<file path="src/rtl/atm_pkg.sv">
`default_nettype none
// ---------------------------------------------------------------------
// atm_pkg : shared types and constants for the account ledger
// Revision: 1.0
// ---------------------------------------------------------------------
package atm_pkg;

   typedef enum logic [0:0] {
      IDLE   = 1'b0,
      ACTIVE = 1'b1
   } state_t;

   localparam logic [2:0] REASON_NONE         = 3'd0;
   localparam logic [2:0] REASON_NO_SESSION   = 3'd1;
   localparam logic [2:0] REASON_INSUFFICIENT = 3'd2;
   localparam logic [2:0] REASON_LIMIT        = 3'd3;
   localparam logic [2:0] REASON_FULL         = 3'd4;
   localparam logic [2:0] REASON_CONFLICT     = 3'd5;

   localparam int BCD_DIGITS = 4;

endpackage
`default_nettype wire

</file>
<file path="src/rtl/bcd_digit_counter.sv">
`default_nettype none
// ---------------------------------------------------------------------
// bcd_digit_counter : one BCD digit with load, wrap-around inc and dec
// Revision: 1.0
// ---------------------------------------------------------------------
module bcd_digit_counter (
   input  logic       clk,
   input  logic       load,
   input  logic [3:0] load_value,
   input  logic       inc,
   input  logic       dec,
   output logic [3:0] digit,
   output logic       is_nine,
   output logic       is_zero
);

   assign is_nine = (digit == 4'd9);
   assign is_zero = (digit == 4'd0);

   // load outranks counting so a reset cycle drops any pending request
   always_ff @(posedge clk) begin
      if (load) begin
         digit <= load_value;
      end else if (inc) begin
         digit <= is_nine ? 4'd0 : digit + 4'd1;
      end else if (dec) begin
         digit <= is_zero ? 4'd9 : digit - 4'd1;
      end
   end

endmodule
`default_nettype wire

</file>
<file path="src/rtl/account_balance.sv">
`default_nettype none
// ---------------------------------------------------------------------
// account_balance : BCD ledger with session gating and request checks
// Revision: 1.0
// ---------------------------------------------------------------------
module account_balance
   import atm_pkg::*;
#(
   parameter logic [15:0] INIT_BALANCE  = 16'h0100,
   parameter int          SESSION_LIMIT = 20
) (
   input  logic        clk,
   input  logic        reset,
   input  logic        session_start,
   input  logic        session_end,
   input  logic        count_up,
   input  logic        count_down,
   output logic [15:0] balance_bcd,
   output logic        session_active,
   output logic [6:0]  withdrawn_count,
   output logic        accepted,
   output logic        denied,
   output logic [2:0]  reason
);

   localparam logic [6:0] LIMIT_COUNT = 7'(SESSION_LIMIT);

   state_t state;
   state_t state_next;

   logic [BCD_DIGITS-1:0] is_nine;
   logic [BCD_DIGITS-1:0] is_zero;
   logic [BCD_DIGITS-1:0] dig_inc;
   logic [BCD_DIGITS-1:0] dig_dec;
   logic [3:0]            digit [BCD_DIGITS];

   logic       do_inc;
   logic       do_dec;
   logic       acc_next;
   logic       den_next;
   logic [2:0] reason_next;

   always_comb begin
      state_next = state;
      case (state)
         IDLE:    if (session_start) state_next = ACTIVE;
         ACTIVE:  if (session_end)   state_next = IDLE;
         default: state_next = IDLE;
      endcase
   end

   // priority order decides which reason wins when several apply
   always_comb begin
      do_inc      = 1'b0;
      do_dec      = 1'b0;
      acc_next    = 1'b0;
      den_next    = 1'b0;
      reason_next = REASON_NONE;
      if (count_up || count_down) begin
         if (state != ACTIVE) begin
            den_next    = 1'b1;
            reason_next = REASON_NO_SESSION;
         end else if (count_up && count_down) begin
            den_next    = 1'b1;
            reason_next = REASON_CONFLICT;
         end else if (count_down && (&is_zero)) begin
            den_next    = 1'b1;
            reason_next = REASON_INSUFFICIENT;
         end else if (count_down && (withdrawn_count == LIMIT_COUNT)) begin
            den_next    = 1'b1;
            reason_next = REASON_LIMIT;
         end else if (count_up && (&is_nine)) begin
            den_next    = 1'b1;
            reason_next = REASON_FULL;
         end else begin
            acc_next = 1'b1;
            do_inc   = count_up;
            do_dec   = count_down;
         end
      end
   end

   // a digit steps only when every lower digit is about to wrap
   generate
      for (genvar i = 0; i < BCD_DIGITS; i++) begin : g_digit
         if (i == 0) begin : g_lsd
            assign dig_inc[i] = do_inc;
            assign dig_dec[i] = do_dec;
         end else begin : g_upper
            assign dig_inc[i] = do_inc & (&is_nine[i-1:0]);
            assign dig_dec[i] = do_dec & (&is_zero[i-1:0]);
         end

         bcd_digit_counter u_digit (
            .clk        (clk),
            .load       (reset),
            .load_value (INIT_BALANCE[4*i +: 4]),
            .inc        (dig_inc[i]),
            .dec        (dig_dec[i]),
            .digit      (digit[i]),
            .is_nine    (is_nine[i]),
            .is_zero    (is_zero[i])
         );

         assign balance_bcd[4*i +: 4] = digit[i];
      end
   endgenerate

   always_ff @(posedge clk) begin
      if (reset) begin
         state           <= IDLE;
         session_active  <= 1'b0;
         withdrawn_count <= 7'd0;
         accepted        <= 1'b0;
         denied          <= 1'b0;
         reason          <= REASON_NONE;
      end else begin
         state          <= state_next;
         session_active <= (state_next == ACTIVE);
         if ((state == IDLE) && (state_next == ACTIVE)) begin
            withdrawn_count <= 7'd0;
         end else if (do_dec) begin
            withdrawn_count <= withdrawn_count + 7'd1;
         end
         accepted <= acc_next;
         denied   <= den_next;
         reason   <= reason_next;
      end
   end

endmodule
`default_nettype wire

</file>
<file path="config.mk">
export PLATFORM = sky130hd
export DESIGN_NAME = account_balance
export DESIGN_NICKNAME = d
export VERILOG_FILES = /design/src/rtl/atm_pkg.sv /design/src/rtl/bcd_digit_counter.sv /design/src/rtl/account_balance.sv
export SDC_FILE = /design/constraint.sdc
export NUM_CORES = 1
export LEC_CHECK = 0
export BUFFER_PORTS_ARGS = -buffer_cell sky130_fd_sc_hd__clkbuf_2
export CAP_MARGIN = 20
export CORE_MARGIN = 1
export CORE_UTILIZATION = 35
export CTS_CLUSTER_DIAMETER = 150
export DETAILED_ROUTE_END_ITERATION = 12
export PLACE_DENSITY = 0.64
export SYNTH_ARGS = -nofsm -noshare
export SYNTH_HDL_FRONTEND = slang
export SYNTH_SLANG_ARGS = --single-unit
export TNS_END_PERCENT = 10
</file>
<file path="constraint.sdc">
create_clock -name clk -period 2.23 [get_ports clk]
set_clock_uncertainty 0.05 [all_clocks]
set_input_delay 0.446 -clock clk [delete_from_list [all_inputs] [get_ports clk]]
set_output_delay 0.446 -clock clk [all_outputs]
set_load 0.01 [all_outputs]
</file>
# After elaboration in Yosys (flattened, before gate mapping)
# Index checks and enable logic that the tools add are counted.
dict set report totals {
  output_inout_bits 29
  inputBits 6
  word_cells 100
  regBits 29
}
dict set report classes {
  mux 42
  n_bitwise 8
  add_sub_neg 9
  n_eq_ne 5
  reduce_logical 25
}
# operator n
set op_table {}
lappend op_table {{$mux 4} 16}
lappend op_table {{$mux 1} 21}
lappend op_table {{$add 4x1->4 const B} 4}
lappend op_table {{$eq 4x4->1 const B} 4}
lappend op_table {{$logic_not 4->1} 4}
lappend op_table {{$sub 4x1->4 const B} 4}
lappend op_table {{$mux 3} 4}
lappend op_table {{$reduce_and 4->1} 2}
lappend op_table {{$reduce_bool 2->1} 4}
lappend op_table {{$add 7x1->7 const B} 1}
lappend op_table {{$eq 7x5->1 const B} 1}
lappend op_table {{$and 1x1->1} 6}
lappend op_table {{$reduce_and 3->1} 2}
lappend op_table {{$reduce_or 6->1} 1}
lappend op_table {{$logic_and 1x1->1} 5}
lappend op_table {{$reduce_and 2->1} 2}
lappend op_table {{$reduce_or 2->1} 2}
lappend op_table {{$reduce_or 4->1} 1}
lappend op_table {{$reduce_or 3->1} 1}
lappend op_table {{$not 1->1} 2}
lappend op_table {{$pmux 1 s2} 1}
lappend op_table {{$logic_or 1x1->1} 1}

# Longest topological paths before layout
dict set report logic_depth {
  word_depth 12
  mapped_depth 8
  ltp_nobuf 7
}

# By module
# Synthesis repeated with hierarchy kept, for this count alone.
dict set report hier_totals {
  hier_cells 231
  hier_area_um2 2037.0
}
# module area_per_inst_um2 seq_area_each_um2 cells_per_inst instances
set modules_own_cells {}
lappend modules_own_cells {bcd_digit_counter 321.6 120.1 35 4}
lappend modules_own_cells {account_balance 750.7 260.2 91 1}

# Least setup slack after synthesis
# No wires, ideal clock.
dict set report synth_path {
  kind {register to register}
  startpoint {register g_digit[1].u_digit.digit[1]}
  endpoint {register g_digit[3].u_digit.digit[3]}
  path_slack_ns -0.111
  setup_time_ns 0.121
  path_stages_with_launch 8
  arrival_ns 2.171
  n_path_buf 2
  cell_sequence {dfxtp_1 buf_6 or4_4 or2_0 or3_1 clkbuf_2 a22oi_1 mux2_2}
}
dict set report synth_via {
  elab_chain_len 11
}
# element line
set synth_rtl {}
lappend synth_rtl {{from (decl)} bcd_digit_counter.sv:12} ;# output logic [3:0] digit,
lappend synth_rtl {{from (signal assigned)} bcd_digit_counter.sv:23} ;# digit <= load_value;
lappend synth_rtl {{from (signal assigned)} bcd_digit_counter.sv:25} ;# digit <= is_nine ? 4'd0 : digit + 4'd1;
lappend synth_rtl {{from (signal assigned)} bcd_digit_counter.sv:27} ;# digit <= is_zero ? 4'd9 : digit - 4'd1;
lappend synth_rtl {{$eq 4x4->1} bcd_digit_counter.sv:17} ;# assign is_nine = (digit == 4'd9);
lappend synth_rtl {{$reduce_and 4->1} account_balance.sv:72} ;# end else if (count_up && (&is_nine)) begin
lappend synth_rtl {{$logic_and 1x1->1} account_balance.sv:72}
lappend synth_rtl {{$mux 1} account_balance.sv:72}
lappend synth_rtl {{$mux 1} account_balance.sv:69} ;# end else if (count_down && (withdrawn_count == LIMIT_COUNT)) begin
lappend synth_rtl {{$mux 1} account_balance.sv:66} ;# end else if (count_down && (&is_zero)) begin
lappend synth_rtl {{$mux 1} account_balance.sv:63} ;# end else if (count_up && count_down) begin
lappend synth_rtl {{$mux 1} account_balance.sv:60} ;# if (state != ACTIVE) begin
lappend synth_rtl {{$mux 1} account_balance.sv:59} ;# if (count_up || count_down) begin
lappend synth_rtl {{$and 1x1->1, on equally long branches} {account_balance.sv:90, account_balance.sv:91}}
lappend synth_rtl {{$mux 4 or $reduce_bool 2->1 (tied branches)} --}
lappend synth_rtl {{to (signal assigned)} bcd_digit_counter.sv:23}
lappend synth_rtl {{to (signal assigned)} bcd_digit_counter.sv:25}
lappend synth_rtl {{to (signal assigned)} bcd_digit_counter.sv:27}
lappend synth_rtl {{to (decl)} bcd_digit_counter.sv:12}
# Parallel ways exist; a longest one is shown, timed or not.
# A chain may end at the register's enable or synchronous reset.

# Worst setup path in the final report
dict set report layout_path {
  startpoint {register g_digit[1].u_digit.digit[3]}
  endpoint {register g_digit[3].u_digit.digit[1]}
}
# Same word-level chain as after synthesis.

==> summary.md <==
| Metric | Value |
|---|---|
| Max clock buf depth | 2 |
| Die X | 76.22 um |
| Max-Cap Viols | 0 |
| Worst R2R End | g_digit[3].u_digit.digit[1] |
| Setup TNS | 0 ps |
| Crit path depth | 5 |
| Num CTS Buffers | 5 |
| Initial Utilization | 0.3704 |
| Syn Inst Count | 242 |
| First-pass GRT wire length | 8.556 mm |
| Worst-path fanout max | 7 |
| Dominant synthesized flop cell | dfxtp_1 |
| Worst Hold Class | primary input to register |
| Most common cell after layout, fill and taps aside | buf_4 |
| Hpwl dp | 3.801 mm |
| Routability Congestion | 0.8097 |
| Post-synthesis mux area share | 0.03374 |
| GRT overflow | 0 |
| Actual slew at the worst max-slew pin | 543.2 ps |
| Synth Area in Compound Gates | 0.2745 |
| CP Data Required Time | 2370 ps |
| Pin count of the biggest net entering global routing | 17 |
| Layout Cells excl Fill | 371 |
| CP max-delay cell | or4_4 |
| Final wirelength | 5.093 mm |
| Async set or reset register ratio after synthesis | 0 |
| Count of clock tree sinks | 29 |
| Routed Antenna Nets | 0 |
| Reg2Reg Launch Point | g_digit[1].u_digit.digit[3] |
| Dpl ws | 4.790 ps |
| Die height | 76.22 um |
| CTS tree | yes |
| Worst path cell trace | or4_4, or2_0, or3_4, or3_1, a221oi_2 |
| WHS Path Cells | 2 |
| Initial antenna violation count | 0 |
| Final Cycle Share | 0.9783 |
| Yosys warns | 0 |
| Antenna cells | 0 |
| PD cells | 500.6 nW/um2 |
| Buf/Inv on CP | 0 |
| Port Buf Inserts | 34 |
| Vias | 2051 |
| Clock root buffer | clkbuf_8 |
| DRC Markers | 0 |
| Startpoint Class | register |
| Final Setup Violations | 0 |
| Largest family of logic cells by synthesized area | compound AO/OA/AOI/OAI gates |
| Minimum clock period after layout | 2182 ps |
| Fmax | 458.4 MHz |
| Sequential-to-total area share from yosys stat | 0.3011 |
| Pins Over Slew Limit | 0 |
| DRT Pass-1 Iters | 4 |
| Clk pin slew, worst setup/hold paths | 70 ps |
| Hold Vio Cnt, Final | 0 |
| Crit path capture type | register |
| Worst rel slew slack | 0.6285 |
| Leak | 1.014 nW |
| Number of global-route vias before repair | 1799 |
| Commonest non-fill, non-tap cells in the layout | buf_4 (37), clkbuf_2 (34), dfxtp_1 (27), nor2_1 (18), a21oi_1 (14) |
| WL/cell | 13.73 um |
| Peak VDD IR | 283.2 uV |
| Worst path top cell family by delay | simple AND/OR/NAND/NOR gates |
| Final Cell Area | 2551 um2 |
| 1st-iter DRT viols | 194 |
| Boundary Pins | 35 |
| R2R depth | 5 |
| Worst Hold Launch | session_end |
| Clk Latency, worst-skew pair | 280 ps |
| CP Class | register to register |
| Post-Synth XOR/XNOR Area | 0.04088 |
| Setup crit end | g_digit[3].u_digit.digit[1] |
| Placeable Area | 5205 um2 |
| Synth unique cells | 62 |
| FF-to-FF setup slack | 50 ps |
| Final worst setup slack | 48.44 ps |
| Mapped Area | 1928 um2 |
| Critical path launch point | g_digit[1].u_digit.digit[3] |
| Area delta synth->final | 32.32% |
| EDFF count, synth | 0 |
| Die ar. | 5809 um2 |
| Vias per cell | 5.528 |
| Overall global routing resource usage | 0.1787 |
| Mean Syn Cell Area | 7.967 um2 |
| Status | completed |
| Slowest Stage Delay on Critical Path | 560 ps |
| Post-DP Area | 2407 um2 |
| Placed Cells incl. Taps | 363 |
| Unrepaired setup endpoints after global routing | false |
| Row count | 26 |
| Synth Area in Simple Gates | 0.2680 |
| Adder-cell share of the synthesized area | 0.01298 |
| Post-Syn Nets | 250 |
| Layout cells sized above 1 | 0.3355 |
| H-tree depth | 2 |
| Arr. time, crit path | 2320 ps |
| Flops & latches, synth | 29 |
| Nets | 308 |
| Tot Pwr | 1.277 mW |
-- cell type report --
class                           count  area (um2)
Fill cell                         526        2654
Multi-Input combinational cell    181        1255
Sequential cell                    29       583.1
Timing Repair Buffer               72       467.9
Tap cell                           70       87.58
Clock buffer                        7       86.33
Inverter                           11       41.29
Clock inverter                      1       30.03
-- metal layers --
layer / up-vias / track usage / part of all wire
met5: - / 0 / 0
li1: 1023 / - / -
met4: 0 / 0.06731 / 0.017
met1: 976 / 0.2463 / 0.48
met3: 9 / 0.03713 / 0.043
met2: 43 / 0.2721 / 0.46
-- how the worst min path moves through the flow --
stage,to,slack (ps)
floorplan,withdrawn_count[6],450
global placement,withdrawn_count[6],440
detailed placement,withdrawn_count[6],440
CTS,state,310
global route,state,310
finish,state,300
-- repair_timing --
item,4_1_cts,5_1_grt
buffers inserted,0,0
gates resized for setup,1,7
endpoints found under the setup margin,1,8
hold buffers,0,0
-- synth_stat cells (2+ instances only) --
library cell | n | area [um2]
a211oi_1 | 10 | 75.07
a21o_1 | 4 | 30.03
a21oi_1 | 15 | 75.07
a311oi_1 | 2 | 17.52
a31oi_1 | 3 | 18.77
a41oi_1 | 2 | 17.52
and3_1 | 3 | 18.77
and3b_1 | 2 | 17.52
buf_1 | 2 | 7.510
buf_2 | 3 | 15.01
clkbuf_1 | 14 | 52.55
dfxtp_1 | 29 | 580.6
ha_1 | 2 | 25.02
inv_1 | 11 | 41.29
mux2_2 | 4 | 45.04
mux2i_1 | 2 | 20.02
nand2_1 | 12 | 45.04
nand2b_1 | 7 | 43.79
nand3_1 | 10 | 50.05
nand3b_1 | 2 | 15.01
nand4_1 | 4 | 25.02
nor2_1 | 18 | 67.56
nor3_1 | 3 | 15.01
nor3b_1 | 2 | 15.01
nor4bb_1 | 4 | 40.04
o211ai_1 | 3 | 22.52
o21a_1 | 3 | 22.52
o21ai_0 | 13 | 65.06
o21bai_1 | 2 | 15.01
o22ai_1 | 2 | 12.51
o31ai_1 | 3 | 22.52
o32ai_1 | 2 | 17.52
or2_2 | 2 | 12.51
or3_1 | 3 | 18.77
or4_1 | 5 | 37.54
xnor2_1 | 8 | 70.07
-- report_power, final --
group	internal, mW	switching (mW)	leakage [nW]	total [mW]
clock network	0.364	0.197	0.0585	0.561
logic	0.0795	0.0971	0.719	0.177
registers	0.531	0.00891	0.236	0.540
total	0.974	0.303	1.01	1.28
-- flip-flops by register name, indices dropped and copies added (netlist names) --
register               flops
denied                     1
g_digit.u_digit.digit     16
reason                     3
state                      1
accepted                   1
withdrawn_count            7
-- per-stage QoR --
step | util | hold WS (ps)
2_1_floorplan | - | 454.1
3_3_place_gp | 0.4625 | 437.0
3_5_place_dp | 0.4625 | 442.5
4_1_cts | 0.4858 | 305.7
5_1_grt | 0.4901 | 306.0
6_report | 0.4901 | 303.5
-- kinds of logic (layout without fill, tap and decap cells) --
logic type                 after synthesis  in the layout
buffers and inverters                   32             91
muxes                                    6              6
and+or+nand+nor                         87             87
xor gates and xnor gates                 9              9
AOI/OAI and AO/OA                       77             77
adders and majority gates                2              2
DFF                                     29             29
No activity file was read; power rests on OpenSTA's default activity.
